$ cat src/rtl/boot_seq_pkg.sv
// -----------------------------------------------------------------------------
// boot_seq_pkg
// Shared types for the boot sequencer:
//   state_e  - sequencer state (3-bit encoding, exported on state_o)
//   owner_e  - which requester owned the memory grant in the previous cycle
//   ADDR_W   - width of SPI / core byte addresses
//   cnt_width() - sizes a counter able to hold the larger of two cycle counts
// -----------------------------------------------------------------------------
package boot_seq_pkg;

  localparam int unsigned ADDR_W = 32;

  typedef enum logic [2:0] {
    LOAD = 3'd0,
    ARM  = 3'd1,
    RUN  = 3'd2,
    DONE = 3'd3
  } state_e;

  typedef enum logic {
    OWN_SPI  = 1'b0,
    OWN_CORE = 1'b1
  } owner_e;

  // Counter width for a counter running 0..max(a,b)-1; never below 1 bit.
  function automatic int unsigned cnt_width(input int unsigned a, input int unsigned b);
    int unsigned m;
    m = (a > b) ? a : b;
    return (m < 2) ? 1 : $clog2(m + 1);
  endfunction

endpackage

$ cat src/rtl/boot_seq_arb.sv
// -----------------------------------------------------------------------------
// boot_seq_arb
// Single-port program-memory arbiter between the SPI-slave path and the core
// instruction-fetch port.
//   run_i                 core may be granted (sequencer in RUN)
//   spi_*                 SPI request / grant / read-return
//   core_*                core fetch request / grant / read-return
//   mem_*                 program-memory port (read data one cycle after req)
//   spi_win_o             current SPI address lies inside the memory window
//   spi_err_o             granted SPI access this cycle is outside the window
// Grants are combinational on the requests; the core has fixed priority while
// run_i is high. Out-of-window accesses are granted but never reach memory and
// return zero data.
// -----------------------------------------------------------------------------
module boot_seq_arb
  import boot_seq_pkg::*;
#(
  parameter logic [ADDR_W-1:0] BASE_ADDR = 32'h80,
  parameter int unsigned       MEM_WORDS = 32,
  parameter int unsigned       DATA_W    = 32,
  localparam int unsigned      AW        = $clog2(MEM_WORDS)
) (
  input  logic              clk_i,
  input  logic              rst_ni,
  input  logic              run_i,

  input  logic              spi_req_i,
  input  logic              spi_we_i,
  input  logic [ADDR_W-1:0] spi_addr_i,
  input  logic [DATA_W-1:0] spi_wdata_i,
  output logic              spi_gnt_o,
  output logic              spi_rvalid_o,
  output logic [DATA_W-1:0] spi_rdata_o,

  input  logic              core_req_i,
  input  logic [ADDR_W-1:0] core_addr_i,
  output logic              core_gnt_o,
  output logic              core_rvalid_o,
  output logic [DATA_W-1:0] core_rdata_o,

  output logic              mem_req_o,
  output logic              mem_we_o,
  output logic [AW-1:0]     mem_addr_o,
  output logic [DATA_W-1:0] mem_wdata_o,
  input  logic [DATA_W-1:0] mem_rdata_i,

  output logic              spi_win_o,
  output logic              spi_err_o
);

  localparam logic [ADDR_W-1:0] WIN_BYTES = ADDR_W'(4 * MEM_WORDS);

  // An address below BASE_ADDR wraps to a huge offset, so one unsigned
  // compare covers both window edges. BASE_ADDR is word aligned, so the low
  // two address bits never move an address across the window boundary.
  function automatic logic in_window(input logic [ADDR_W-1:0] addr);
    logic [ADDR_W-1:0] off;
    off = addr - BASE_ADDR;
    return off < WIN_BYTES;
  endfunction

  function automatic logic [AW-1:0] word_idx(input logic [ADDR_W-1:0] addr);
    logic [ADDR_W-1:0] off;
    off = addr - BASE_ADDR;
    return AW'(off >> 2);
  endfunction

  logic   spi_win;
  logic   core_win;
  logic   vld_p1;
  owner_e owner_p1;
  logic   zero_p1;

  assign spi_win  = in_window(spi_addr_i);
  assign core_win = in_window(core_addr_i);

  // ---- stage p0: grant and memory strobe (combinational) ----
  assign core_gnt_o = run_i & core_req_i;
  assign spi_gnt_o  = spi_req_i & ~core_gnt_o;

  always_comb begin
    mem_req_o   = 1'b0;
    mem_we_o    = 1'b0;
    mem_addr_o  = '0;
    mem_wdata_o = '0;
    if (core_gnt_o && core_win) begin
      mem_req_o  = 1'b1;
      mem_addr_o = word_idx(core_addr_i);
    end else if (spi_gnt_o && spi_win) begin
      mem_req_o   = 1'b1;
      mem_we_o    = spi_we_i;
      mem_addr_o  = word_idx(spi_addr_i);
      mem_wdata_o = spi_we_i ? spi_wdata_i : '0;
    end
  end

  assign spi_win_o = spi_win;
  assign spi_err_o = spi_gnt_o & ~spi_win;

  // ---- stage p1: owner of the returning read data ----
  always_ff @(posedge clk_i or negedge rst_ni) begin
    if (!rst_ni) begin
      vld_p1   <= 1'b0;
      owner_p1 <= OWN_SPI;
      zero_p1  <= 1'b0;
    end else begin
      vld_p1   <= core_gnt_o | (spi_gnt_o & ~spi_we_i);
      owner_p1 <= core_gnt_o ? OWN_CORE : OWN_SPI;
      zero_p1  <= core_gnt_o ? ~core_win : ~spi_win;
    end
  end

  assign spi_rvalid_o  = vld_p1 & (owner_p1 == OWN_SPI);
  assign core_rvalid_o = vld_p1 & (owner_p1 == OWN_CORE);
  assign spi_rdata_o   = (spi_rvalid_o  && !zero_p1) ? mem_rdata_i : '0;
  assign core_rdata_o  = (core_rvalid_o && !zero_p1) ? mem_rdata_i : '0;

endmodule

$ cat src/rtl/boot_seq_ctrl.sv
// -----------------------------------------------------------------------------
// boot_seq_ctrl
// Boot sequencer: program load over SPI -> arm delay -> bounded run window ->
// GPIO grade. Owns the FSM, cycle counter and sticky flags; memory arbitration
// lives in boot_seq_arb.
//   clk_i, rst_ni          clock, asynchronous active-low reset
//   spi_*                  SPI-slave memory port (req held until gnt)
//   core_*                 core instruction-fetch port
//   mem_*                  single-port program memory
//   host_go_i              skip the end marker and arm immediately (pulse)
//   host_clear_i           return to LOAD from any state, clear flags (pulse)
//   gpio_i                 core GPIO, graded in the last run cycle
//   fetch_enable_o,
//   en_ifetch_o            core enables, high only in RUN
//   state_o                current state
//   pass_o, fail_o         sticky grade
//   addr_err_o             sticky out-of-window SPI access
// -----------------------------------------------------------------------------
module boot_seq_ctrl
  import boot_seq_pkg::*;
#(
  parameter logic [ADDR_W-1:0] BASE_ADDR  = 32'h80,
  parameter int unsigned       MEM_WORDS  = 32,
  parameter logic [31:0]       END_MARKER = 32'h0000_0fff,
  parameter int unsigned       ARM_CYCLES = 2,
  parameter int unsigned       RUN_CYCLES = 400,
  parameter logic [31:0]       PASS_VALUE = 32'd255,
  parameter int unsigned       DATA_W     = 32,
  localparam int unsigned      AW         = $clog2(MEM_WORDS)
) (
  input  logic              clk_i,
  input  logic              rst_ni,

  input  logic              spi_req_i,
  input  logic              spi_we_i,
  input  logic [ADDR_W-1:0] spi_addr_i,
  input  logic [DATA_W-1:0] spi_wdata_i,
  output logic              spi_gnt_o,
  output logic              spi_rvalid_o,
  output logic [DATA_W-1:0] spi_rdata_o,

  input  logic              core_req_i,
  input  logic [ADDR_W-1:0] core_addr_i,
  output logic              core_gnt_o,
  output logic              core_rvalid_o,
  output logic [DATA_W-1:0] core_rdata_o,

  output logic              mem_req_o,
  output logic              mem_we_o,
  output logic [AW-1:0]     mem_addr_o,
  output logic [DATA_W-1:0] mem_wdata_o,
  input  logic [DATA_W-1:0] mem_rdata_i,

  input  logic              host_go_i,
  input  logic              host_clear_i,
  input  logic [31:0]       gpio_i,

  output logic              fetch_enable_o,
  output logic              en_ifetch_o,
  output logic [2:0]        state_o,
  output logic              pass_o,
  output logic              fail_o,
  output logic              addr_err_o
);

  localparam int unsigned     CNT_W    = cnt_width(ARM_CYCLES, RUN_CYCLES);
  localparam logic [CNT_W-1:0] ARM_LAST = CNT_W'(ARM_CYCLES - 1);
  localparam logic [CNT_W-1:0] RUN_LAST = CNT_W'(RUN_CYCLES - 1);

  state_e           state_q, state_d;
  logic [CNT_W-1:0] cnt_q, cnt_d;
  logic             pass_q, pass_d;
  logic             fail_q, fail_d;
  logic             err_q, err_d;

  logic             run;
  logic             spi_win;
  logic             spi_err;
  logic             marker_hit;

  // Enables decode straight from the state register so an asynchronous reset
  // drops them without waiting for a clock edge.
  assign run = (state_q == RUN);

  boot_seq_arb #(
    .BASE_ADDR (BASE_ADDR),
    .MEM_WORDS (MEM_WORDS),
    .DATA_W    (DATA_W)
  ) u_arb (
    .clk_i         (clk_i),
    .rst_ni        (rst_ni),
    .run_i         (run),
    .spi_req_i     (spi_req_i),
    .spi_we_i      (spi_we_i),
    .spi_addr_i    (spi_addr_i),
    .spi_wdata_i   (spi_wdata_i),
    .spi_gnt_o     (spi_gnt_o),
    .spi_rvalid_o  (spi_rvalid_o),
    .spi_rdata_o   (spi_rdata_o),
    .core_req_i    (core_req_i),
    .core_addr_i   (core_addr_i),
    .core_gnt_o    (core_gnt_o),
    .core_rvalid_o (core_rvalid_o),
    .core_rdata_o  (core_rdata_o),
    .mem_req_o     (mem_req_o),
    .mem_we_o      (mem_we_o),
    .mem_addr_o    (mem_addr_o),
    .mem_wdata_o   (mem_wdata_o),
    .mem_rdata_i   (mem_rdata_i),
    .spi_win_o     (spi_win),
    .spi_err_o     (spi_err)
  );

  // The marker word is written to memory in the same granted cycle that
  // triggers the move to ARM.
  assign marker_hit = spi_gnt_o & spi_we_i & spi_win & (spi_wdata_i == END_MARKER);

  always_ff @(posedge clk_i or negedge rst_ni) begin
    if (!rst_ni) begin
      state_q <= LOAD;
      cnt_q   <= '0;
      pass_q  <= 1'b0;
      fail_q  <= 1'b0;
      err_q   <= 1'b0;
    end else begin
      state_q <= state_d;
      cnt_q   <= cnt_d;
      pass_q  <= pass_d;
      fail_q  <= fail_d;
      err_q   <= err_d;
    end
  end

  always_comb begin
    state_d = state_q;
    cnt_d   = cnt_q;
    pass_d  = pass_q;
    fail_d  = fail_q;
    err_d   = err_q | spi_err;
    if (host_clear_i) begin
      state_d = LOAD;
      cnt_d   = '0;
      pass_d  = 1'b0;
      fail_d  = 1'b0;
      err_d   = 1'b0;
    end else begin
      case (state_q)
        LOAD: begin
          if (host_go_i || marker_hit) begin
            state_d = ARM;
            cnt_d   = '0;
          end
        end
        ARM: begin
          if (cnt_q == ARM_LAST) begin
            state_d = RUN;
            cnt_d   = '0;
          end else begin
            cnt_d = cnt_q + CNT_W'(1);
          end
        end
        RUN: begin
          // gpio_i is graded in the final enabled cycle; the flag is visible
          // together with DONE.
          if (cnt_q == RUN_LAST) begin
            state_d = DONE;
            cnt_d   = '0;
            if (gpio_i == PASS_VALUE) pass_d = 1'b1;
            else                      fail_d = 1'b1;
          end else begin
            cnt_d = cnt_q + CNT_W'(1);
          end
        end
        DONE: begin
          state_d = DONE;
        end
        default: begin
          state_d = LOAD;
          cnt_d   = '0;
        end
      endcase
    end
  end

  assign fetch_enable_o = run;
  assign en_ifetch_o    = run;
  assign state_o        = state_q;
  assign pass_o         = pass_q;
  assign fail_o         = fail_q;
  assign addr_err_o     = err_q;

endmodule
$ cat config.mk
export PLATFORM = sky130hd
export DESIGN_NAME = boot_seq_ctrl
export DESIGN_NICKNAME = d
export VERILOG_FILES = /design/src/rtl/boot_seq_pkg.sv /design/src/rtl/boot_seq_arb.sv /design/src/rtl/boot_seq_ctrl.sv
export SDC_FILE = /design/constraint.sdc
export NUM_CORES = 1
export LEC_CHECK = 0
export ABC_AREA = 1
export BUFFER_PORTS_ARGS = -buffer_cell sky130_fd_sc_hd__buf_2
export CORE_AREA = 3 3 108 110
export CTS_CLUSTER_DIAMETER = 200
export DETAILED_ROUTE_END_ITERATION = 10
export DIE_AREA = 0 0 111 113
export GPL_ROUTABILITY_DRIVEN = 0
export GPL_TIMING_DRIVEN = 0
export MAX_ROUTING_LAYER = met4
export PLACE_DENSITY = 0.68
export SYNTH_ARGS = -nofsm -noshare
export SYNTH_HDL_FRONTEND = slang
export SYNTH_SLANG_ARGS = --single-unit
$ cat constraint.sdc
create_clock -name clk_i -period 3.6 [get_ports clk_i]
set_clock_uncertainty 0.15 [all_clocks]
set_input_delay 0.72 -clock clk_i [delete_from_list [all_inputs] [get_ports clk_i]]
set_output_delay 0.72 -clock clk_i [all_outputs]
set_load 0.005 [all_outputs]
Word-level counts from Yosys, hierarchy flattened
Cells that the tools add are included.
Operators by class
  add/sub/neg operators: 3
  $mul: 0
  divide/modulo/power cells: 0
  order comparisons: 2
  equality and inequality tests: 12
  shift-type cells: 0
  muxes and demuxes: 32
  bitwise operators: 16
  reduce and logical (&&, ||, !) cells: 14
Operators with widths (count)
  $mux 32: 5
  $lt 32x8->1 const B: 2
  $sub 32x8->32 const B: 2
  $mux 9: 4
  $pmux 9 s4: 1
  $eq 32x12->1 const B: 1
  $eq 32x8->1 const B: 1
  $mux 1: 15
  $mux 3: 4
  $pmux 3 s4: 1
  $mux 5: 2
  $add 9x1->9 const B: 1
  $and 1x1->1: 9
  $eq 9x1->1 const B: 1
  $eq 9x9->1 const B: 1
  $ne 3x3->1 const B: 3
  $reduce_and 3->1: 3
  $eq 3x2->1 const B: 2
  $reduce_bool 2->1: 3
  $not 1->1: 5
  $logic_and 1x1->1: 4
  $ne 2x2->1 const B: 2
  $eq 3x1->1 const B: 1
  $logic_not 3->1: 1
  other kinds (4): 5
Word-level totals
  flip-flop bits (word level): 18
  bits in latches: 0
  RAM bits: 0
  memory bits (read-only): 0
  bits of input ports: 167
  output and inout bits: 115
  word-level logic and storage cells: 87
  memories kept: 0

Depth between registers and ports, before layout
Gate-level depths: netlist of the first run.
  depth in word-level cells: 11
  depth in mapped cells: 17
  gate-level depth less buffers: 17

Modules after synthesis
From an unflattened synthesis of the first run, not the netlist that was laid out.
Second synthesis, totals
  cell total of the unflattened synthesis: 681
  area, all modules: 3492.1 µm²
By module, submodules not included
  boot_seq_arb: times used 1, cells an instance 459, area an instance 2132.0 µm², sequential area each 75.1 µm²
  boot_seq_ctrl: times used 1, cells an instance 222, area an instance 1360.1 µm², sequential area each 350.3 µm²

Least setup slack after synthesis of the first run
OpenSTA, ideal clock, no wires.
  path type: input-to-output
  start: input port spi_addr_i[7]
  end: output port mem_wdata_o[10]
  arrival time: 2.273 ns
  required time: 2.730 ns
  setup slack: 0.457 ns
  stages: 15
  buffers on the path: 1
  cell sequence: inv_1 > ha_1 > nand3_1 > nor2_4 > nand2_1 > nand2_1 > nand2_1 > nor2_1 > nand2_2 > nor2_4 > nand3_4 > inv_6 > nand2_8 > buf_12 > nor2_4
Between the ends
  word-level cells in the longest chain between the ends: 5
RTL lines
  start, declared: line boot_seq_ctrl.sv:36  | input logic [ADDR_W-1:0] spi_addr_i,
  $sub 32x8->32
  $lt 32x8->1: line boot_seq_arb.sv:59  | return off < WIN_BYTES;
  $logic_and 1x1->1: line boot_seq_arb.sv:89  | end else if (spi_gnt_o && spi_win) begin
  $mux 32: line boot_seq_arb.sv:89
  $mux 32: line boot_seq_arb.sv:86  | if (core_gnt_o && core_win) begin
  end, declared: line boot_seq_ctrl.sv:51  | output logic [DATA_W-1:0] mem_wdata_o,
Every way passes these cells.

Worst setup path in the final report of the first run
  start: input port spi_addr_i[7]
  end: output port mem_wdata_o[8]
Same word-level chain as after synthesis.

==> summary.md, run 1 <==
| Metric | Value |
|---|---|
| Clock root buffer | clkbuf_8 |
| First-pass GRT wire length | 20200 um |
| Worst-Skew Late Latency | 250 ps |
| FF-to-FF Start | state_o[0] |
| Ys Warns | 0 |
| Sequential element share of the synthesized area | 12.6% |
| Row cnt | 38 |
| Die Y | 113 um |
| Post-route cell area | 5250 sq um |
| # diodes | 0 |
| Post-route ant nets | 0 |
| Post-synthesis xor/xnor area fraction | 1.82% |
| Total CTS buffers | 3 |
| Mapped Area | 3370 sq um |
| HP Class | in2async |
| Async SR Flop Fraction | 100% |
| Top Ports | 282 |
| # DRC | 0 |
| Initial antenna violation count | 0 |
| Routed WL | 13300 um |
| Slack of the worst reg-to-reg path | 1240 ps |
| # H-tree levels | 1 |
| Setup TNS | 0 ps |
| WP data arrival | 2620 ps |
| Drt first pass iters | 4 |
| Max IR drop VDD | 94.0 uV |
| Clock sinks | 17 |
| Power Density | 155 nW/um^2 |
| Final worst-path setup slack | 107 ps |
| Via count | 4615 |
| Worst r2r dst | u_arb.zero_p1 |
| # Max-Cap Violations | 0 |
| Crit. End Element | output pin |
| Clock transition at path regs | 70 ps |
| Synth Area in Compound Gates | 3.97% |
| Max Root-Sink Buffers | 2 |
| Mapped Avg Cell Area | 5.59 sq um |
| Pre-CTS setup slack | -135 ps |
| Die area | 12500 sq um |
| Mux cell area share after synthesis | 0% |
| Fin crit share | 97.0% |
| Post-Synth Adder-Cell Area | 2.97% |
| Placed instance area | 4930 sq um |
| CTS tree | yes |
| Synth unique cells | 41 |
| Largest net degree at the start of global routing | 18 |
| Post-synth top flop | dfrtp_1 |
| Cells after synthesis | 603 |
| Min cycle time layout | 3490 ps |
| Avg WL per Cell | 12.9 um |
| Critical Setup Path Class | in2out |
| Tot Pwr | 0.812 mW |
| Crit start category | input port |
| All-layer global routing usage | 19.8% |
| RSZ-0062 raised after global routing | true |
| Chip Width | 111 um |
| Flops & latches, synth | 17 |
| Area grow syn2layout | 55.7% |
| Reg2reg path depth | 13 |
| WP data required | 2730 ps |
| HPWL after detailed placement | 11400 um |
| Iter 0 DRT Violations | 181 |
| Largest family of logic cells by synthesized area | simple AND/OR/NAND/NOR gates |
| Simple-gate share of the synthesized area | 61.0% |
| Rel. slew slack | 65.8% |
| Synth Net Count | 778 |
| Core region area | 10800 sq um |
| Share of cells above drive strength 1 | 41.5% |
| Initial core utilization | 31.2% |
| DP Cell Count | 1019 |
| Vias per cell | 4.48 |
| Worst Max-Slew Pin Slew | 513 ps |
| Final setup fails | 0 |
| CP max FO | 7 |
| # nets final | 1067 |
| Outcome | complete, no violations |
| FMAX | 286 MHz |
| Grt ovf | 0 |
| Vias in the first global route | 4186 |
| Number of synthesized flops with an enable pin | 0 |
| Fin. max-slew vios | 0 |
| I/O Buffers | 276 |
| Non-Filler Instances | 1031 |
| LEAKAGE | 3.19 nW |
| Final hold vios | 0 |
-- critical path: stages --
cell and delay [ps]:
buf_8 80, inv_4 40, ha_4 250, nand2_2 30, nand3b_1 150, nor2_1 110, nand2_1 60, nor2_1 100
nand2_1 70, nor2_2 130, nand2_2 80, nor2_4 140, nand3_4 110, inv_8 100, nand2_8 90, buf_12 160
nor2_4 100, buf_6 110
-- cell families after synthesis --
family | Yosys count
adder cells (fa/ha/maj) | 8
AO/OA/AOI/OAI | 22
other | 1
flip-flops | 17
XOR/XNOR | 7
AND/OR/NAND/NOR | 412
buffers and inverters | 136
-- where the power goes --
group | switching [mW] | internal [mW] | leakage [nW]
sequential | 0.0243 | 0.212 | 0.227
clock | 0.0646 | 0.0785 | 0.0228
combinational | 0.254 | 0.179 | 2.94
total | 0.343 | 0.469 | 3.19
-- worst max path at each step --
stage,start,end,slack [ps]
after floorplan,spi_addr_i[7],mem_wdata_o[10],460
after global placement,spi_addr_i[7],mem_wdata_o[8],-120
after detailed placement,spi_addr_i[7],mem_wdata_o[8],-130
after CTS,spi_addr_i[7],mem_wdata_o[9],10
after global routing,spi_addr_i[7],mem_wdata_o[8],-60
final,spi_addr_i[7],mem_wdata_o[8],110
-- synth_stat cells (2+ instances only) --
cell / n / area, sq um
a211oi_1: 3 / 22.5
a21oi_1: 2 / 10.0
buf_12: 3 / 60.1
buf_4: 2 / 15.0
buf_6: 2 / 22.5
clkbuf_1: 8 / 30.0
dfrtp_1: 17 / 425
ha_1: 8 / 100
inv_1: 117 / 439
inv_2: 2 / 7.51
nand2_1: 125 / 469
nand2_2: 5 / 31.3
nand3_1: 46 / 230
nand3b_1: 3 / 22.5
nand4_1: 19 / 119
nor2_1: 142 / 533
nor2_2: 7 / 43.8
nor2_4: 34 / 383
nor3_1: 7 / 35.0
nor3b_1: 2 / 15.0
nor4_1: 11 / 68.8
o21ai_0: 9 / 45.0
o21ai_1: 3 / 15.0
or2_2: 2 / 12.5
or3_1: 2 / 12.5
xor2_1: 7 / 61.3
-- metal layers --
metal / share of wire (%) / track usage, % / vias to the layer above
met5: 0 / - / -
met4: 1.9 / 3.78 / 0
met3: 6.6 / 2.89 / 12
met2: 51 / 36.3 / 180
met1: 40 / 23.2 / 2008
li1: - / - / 2415
-- cell type report --
class | count | area (sq um)
well taps | 140 | 175
flip-flops and latches | 17 | 425
plain buffers | 16 | 133
multi-input cells | 450 | 2450
clock buffers | 4 | 45.0
repair buffers | 284 | 1560
inverters | 120 | 463
fillers | 1173 | 5550
-- metrics by stage --
stage               utilization, %  hold WS [ps]
detailed placement            45.6           339
CTS                           46.4           248
finish                        48.6           232
global placement              45.6           328
global route                  48.6           261
floorplan                        -           274
-- registers in the layout, summed over array words and instances, names as in the netlist --
register and count:
state_o 2, pass_o 1, cnt_q 9, u_arb.zero_p1 1, addr_err_o 1, u_arb.owner_p1 1, fail_o 1, u_arb.vld_p1 1
-- cells in the final DEF, fill, tap and decap left out, drive strengths merged --
cell type / Yosys / routed
dfrtp: 17 / 17
and2: 1 / 1
o211ai: 2 / 2
nand4: 19 / 19
nor3: 8 / 8
a211oi: 3 / 3
o31ai: 1 / 1
o21ai: 12 / 12
or3: 2 / 2
and3: 1 / 1
buf: 8 / 289
nor2: 183 / 183
nand2: 131 / 131
nand3: 48 / 48
nand3b: 4 / 4
a31oi: 1 / 1
o21bai: 1 / 1
inv: 120 / 120
xor2: 7 / 7
ha: 8 / 8
nor4: 11 / 11
nor3b: 2 / 2
conb: 1 / 1
or2: 2 / 2
a21oi: 2 / 2
clkbuf: 8 / 15
-- timing repair --
item / 4_1_cts / 5_1_grt
hold buffers: 0 / 0
setup buffers: 1 / 4
pin swaps: 2 / 10
endpoints found under the setup margin: 31 / 36
resized for setup: 7 / 32
cloned: 0 / 3
Note: power is estimated with default switching activity, not from simulation.
==> run 2: changes to the inputs <==
--- a/config.mk
+++ b/config.mk
@@ -6,15 +6,15 @@
 export NUM_CORES = 1
 export LEC_CHECK = 0
 export ABC_AREA = 1
-export BUFFER_PORTS_ARGS = -buffer_cell sky130_fd_sc_hd__buf_2
-export CORE_AREA = 3 3 108 110
+export CORE_AREA = 3 3 110 112
 export CTS_CLUSTER_DIAMETER = 200
 export DETAILED_ROUTE_END_ITERATION = 10
-export DIE_AREA = 0 0 111 113
+export DIE_AREA = 0 0 113 115
+export DONT_BUFFER_PORTS = 1
 export GPL_ROUTABILITY_DRIVEN = 0
 export GPL_TIMING_DRIVEN = 0
 export MAX_ROUTING_LAYER = met4
-export PLACE_DENSITY = 0.68
+export PLACE_DENSITY = 0.44
 export SYNTH_ARGS = -nofsm -noshare
 export SYNTH_HDL_FRONTEND = slang
 export SYNTH_SLANG_ARGS = --single-unit
==> constraint.sdc (replaced) <==
create_clock -name clk_i -period 4.2 [get_ports clk_i]
set_clock_uncertainty 0.15 [all_clocks]
set_input_delay 0.84 -clock clk_i [delete_from_list [all_inputs] [get_ports clk_i]]
set_output_delay 0.84 -clock clk_i [all_outputs]
set_load 0.005 [all_outputs]
==> run 2 against run 1 <==
Compared with the run above: sequential power down 13%; worst setup slack better by 370 ps; power down 22%; combinational power down 45%; flip-flop and latch count unchanged; register-to-register slack better by 330 ps; critical endpoint is now mem_wdata_o[9].
==> summary.md, run 2 (synthesis results as in run 1) <==
| Metric | Value |
|---|---|
| Final worst-path setup slack | 473 ps (+366 ps) |
| Top Metal Used | met4 |
| RSZ-0062 raised after global routing | false |
| Fin. max-slew vios | 0 (unchanged) |
| Core region area | 11300 sq um (+4.9%) |
| DR WL met3 | 605 um (-31%) |
| HP Class | in2async |
| Via count | 3652 (-21%) |
| # nets final | 783 (-27%) |
| # H-tree levels | 1 (unchanged) |
| Commonest cells after routing, fill and taps aside | nor2_1 (142), nand2_1 (125), inv_1 (117) |
| Fin crit share | 88.7% |
| Grt ovf | 0 (unchanged) |
| FMAX | 268 MHz |
| Initial antenna violation count | 1 (+1) |
| Worst path most repeated cell | nor2_4 |
| Avg WL per Cell | 15.1 um (+17%) |
| # resized after CTS | 0 (-7) |
| Final setup fails | 0 (unchanged) |
| Clock sinks | 17 (unchanged) |
| All-layer global routing usage | 16.0% (-3.8 points) |
| Row cnt | 39 (+2.6%) |
| First-pass GRT wire length | 16500 um (-19%) |
| Crit. End Element | output pin |
| Crit start category | input port |
| HPWL after detailed placement | 10200 um (-11%) |
| Power Density | 175 nW/um^2 (+13%) |
| M1 WL | 4450 um (-17%) |
| Clock root buffer | clkbuf_16 |
| Post-route ant nets | 0 (unchanged) |
| # Post-CTS Setup Buffers | 0 (-1) |
| Outcome | complete, no violations |
| CP max FO | 10 (+3) |
| Chip Width | 113 um (+1.8%) |
| Area grow syn2layout | 7.76% |
| WP data arrival | 2740 ps (+120 ps) |
| Met2 wire len | 6010 um (-12%) |
| Max Root-Sink Buffers | 2 (unchanged) |
| WP data required | 3210 ps (+480 ps) |
| Max stage delay on crit path | 230 ps (-20 ps) |
| Worst-Skew Late Latency | 250 ps (about the same) |
| Final hold slack | 132 ps (-99.5 ps) |
| Setup TNS | 0 ps (unchanged) |
| Min cycle time layout | 3730 ps |
| I/O Buffers | 0 (-100%) |
| # DRC | 0 (unchanged) |
| Iter 0 DRT Violations | 108 (-40%) |
| Largest Register | cnt_q |
| Vias in the first global route | 3344 (-20%) |
| CTS tree | yes |
| # Max-Cap Violations | 0 (unchanged) |
| Worst path cell trace | inv_1, ha_1, nand3_1, nor2_4, nand3b_2, nand2_1, inv_1, nor2_1, nand2_1, nor2_4, nand3_4, inv_6, nand2_8, buf_12, nor2_4 |
| Share of cells above drive strength 1 | 11.4% (-30 points) |
| Routed WL | 11400 um (-15%) |
| Hold_buf cts | 0 (unchanged) |
| Die Y | 115 um (+1.8%) |
| Largest net degree at the start of global routing | 18 (unchanged) |
| Max FFs per register | 9 (unchanged) |
| Pre-CTS setup slack | 398 ps (+533 ps) |
| Die area | 13000 sq um (+3.6%) |
| Top Ports | 282 (unchanged) |
| Final hold vios | 0 (unchanged) |
| Initial core utilization | 29.8% (-1.5 points) |
| Clock transition at path regs | 50 ps (-20 ps) |
| DP Cell Count | 746 (-27%) |
| Total CTS buffers | 3 (unchanged) |
| Max IR drop VDD | 96.8 uV (+2.9%) |
| Non-Filler Instances | 751 (-27%) |
| Drt first pass iters | 4 (unchanged) |
| CP max-delay cell | ha_1 |
| LEAKAGE | 1.85 nW (-42%) |
| Vias per cell | 4.86 (+8.6%) |
| Commonest non-fill, non-tap cell in the layout | nor2_1 |
| Critical Setup Path Class | in2out |
==> run 2: final cells by class <==
type / instances / area, sq um
Fill cell: 1301 / 7690
Multi-Input combinational cell: 450 / 2360
Inverter: 120 / 455
Sequential cell: 17 / 425
Tap cell: 143 / 179
Buffer: 16 / 133
Clock buffer: 3 / 75.1
Clock inverter: 1 / 5.00
Antenna cell: 1 / 2.50
==> run 2: through the flow <==
step / total power [mW] / instance area (sq um) / util [%]
final: 0.637 / 3630 / 32.1
after global routing: 0.685 / 3630 / 32.1
after CTS: 0.648 / 3630 / 32.1
after detailed placement: 0.450 / 3550 / 31.3
after global placement: 0.448 / 3550 / 31.3
after floorplan: 0.390 / 3370 / -
==> run 2: report_power, final <==
| group | leakage, nW | switching, mW | total, mW | internal (mW) |
|---|---|---|---|---|
| Clock | 0.0409 | 0.0655 | 0.193 | 0.128 |
| Combinational | 1.58 | 0.161 | 0.239 | 0.0781 |
| Sequential | 0.227 | 0.0230 | 0.205 | 0.182 |
==> run 2: per-layer routing <==
layer | GRT usage [%] | up-vias
met3 | 1.68 | 10
li1 | - | 1849
met2 | 29.5 | 143
met5 | - | -
met4 | 5.61 | 0
met1 | 17.9 | 1650
==> run 2: worst paths after layout <==
path                               startpoint        endpoint  slack, ps  depth (start not counted)
worst max-delay path            spi_addr_i[7]  mem_wdata_o[9]        470                         15
min in group clk_i                   cnt_q[3]        cnt_q[3]        350                          2
worst min register to register       cnt_q[3]        cnt_q[3]        350                          2
worst min-delay path                   rst_ni          fail_o        130                          0
max in group asynchronous              rst_ni        cnt_q[6]       3700                          0
worst max register to register     state_o[0]   u_arb.zero_p1       1570                         13
==> run 2: critical path: cells and delay by family <==
family / cells / cell delay (ps)
AND/OR/NAND/NOR: 10 / 1230
buffers and inverters: 4 / 410
adder cells (fa/ha/maj): 1 / 230
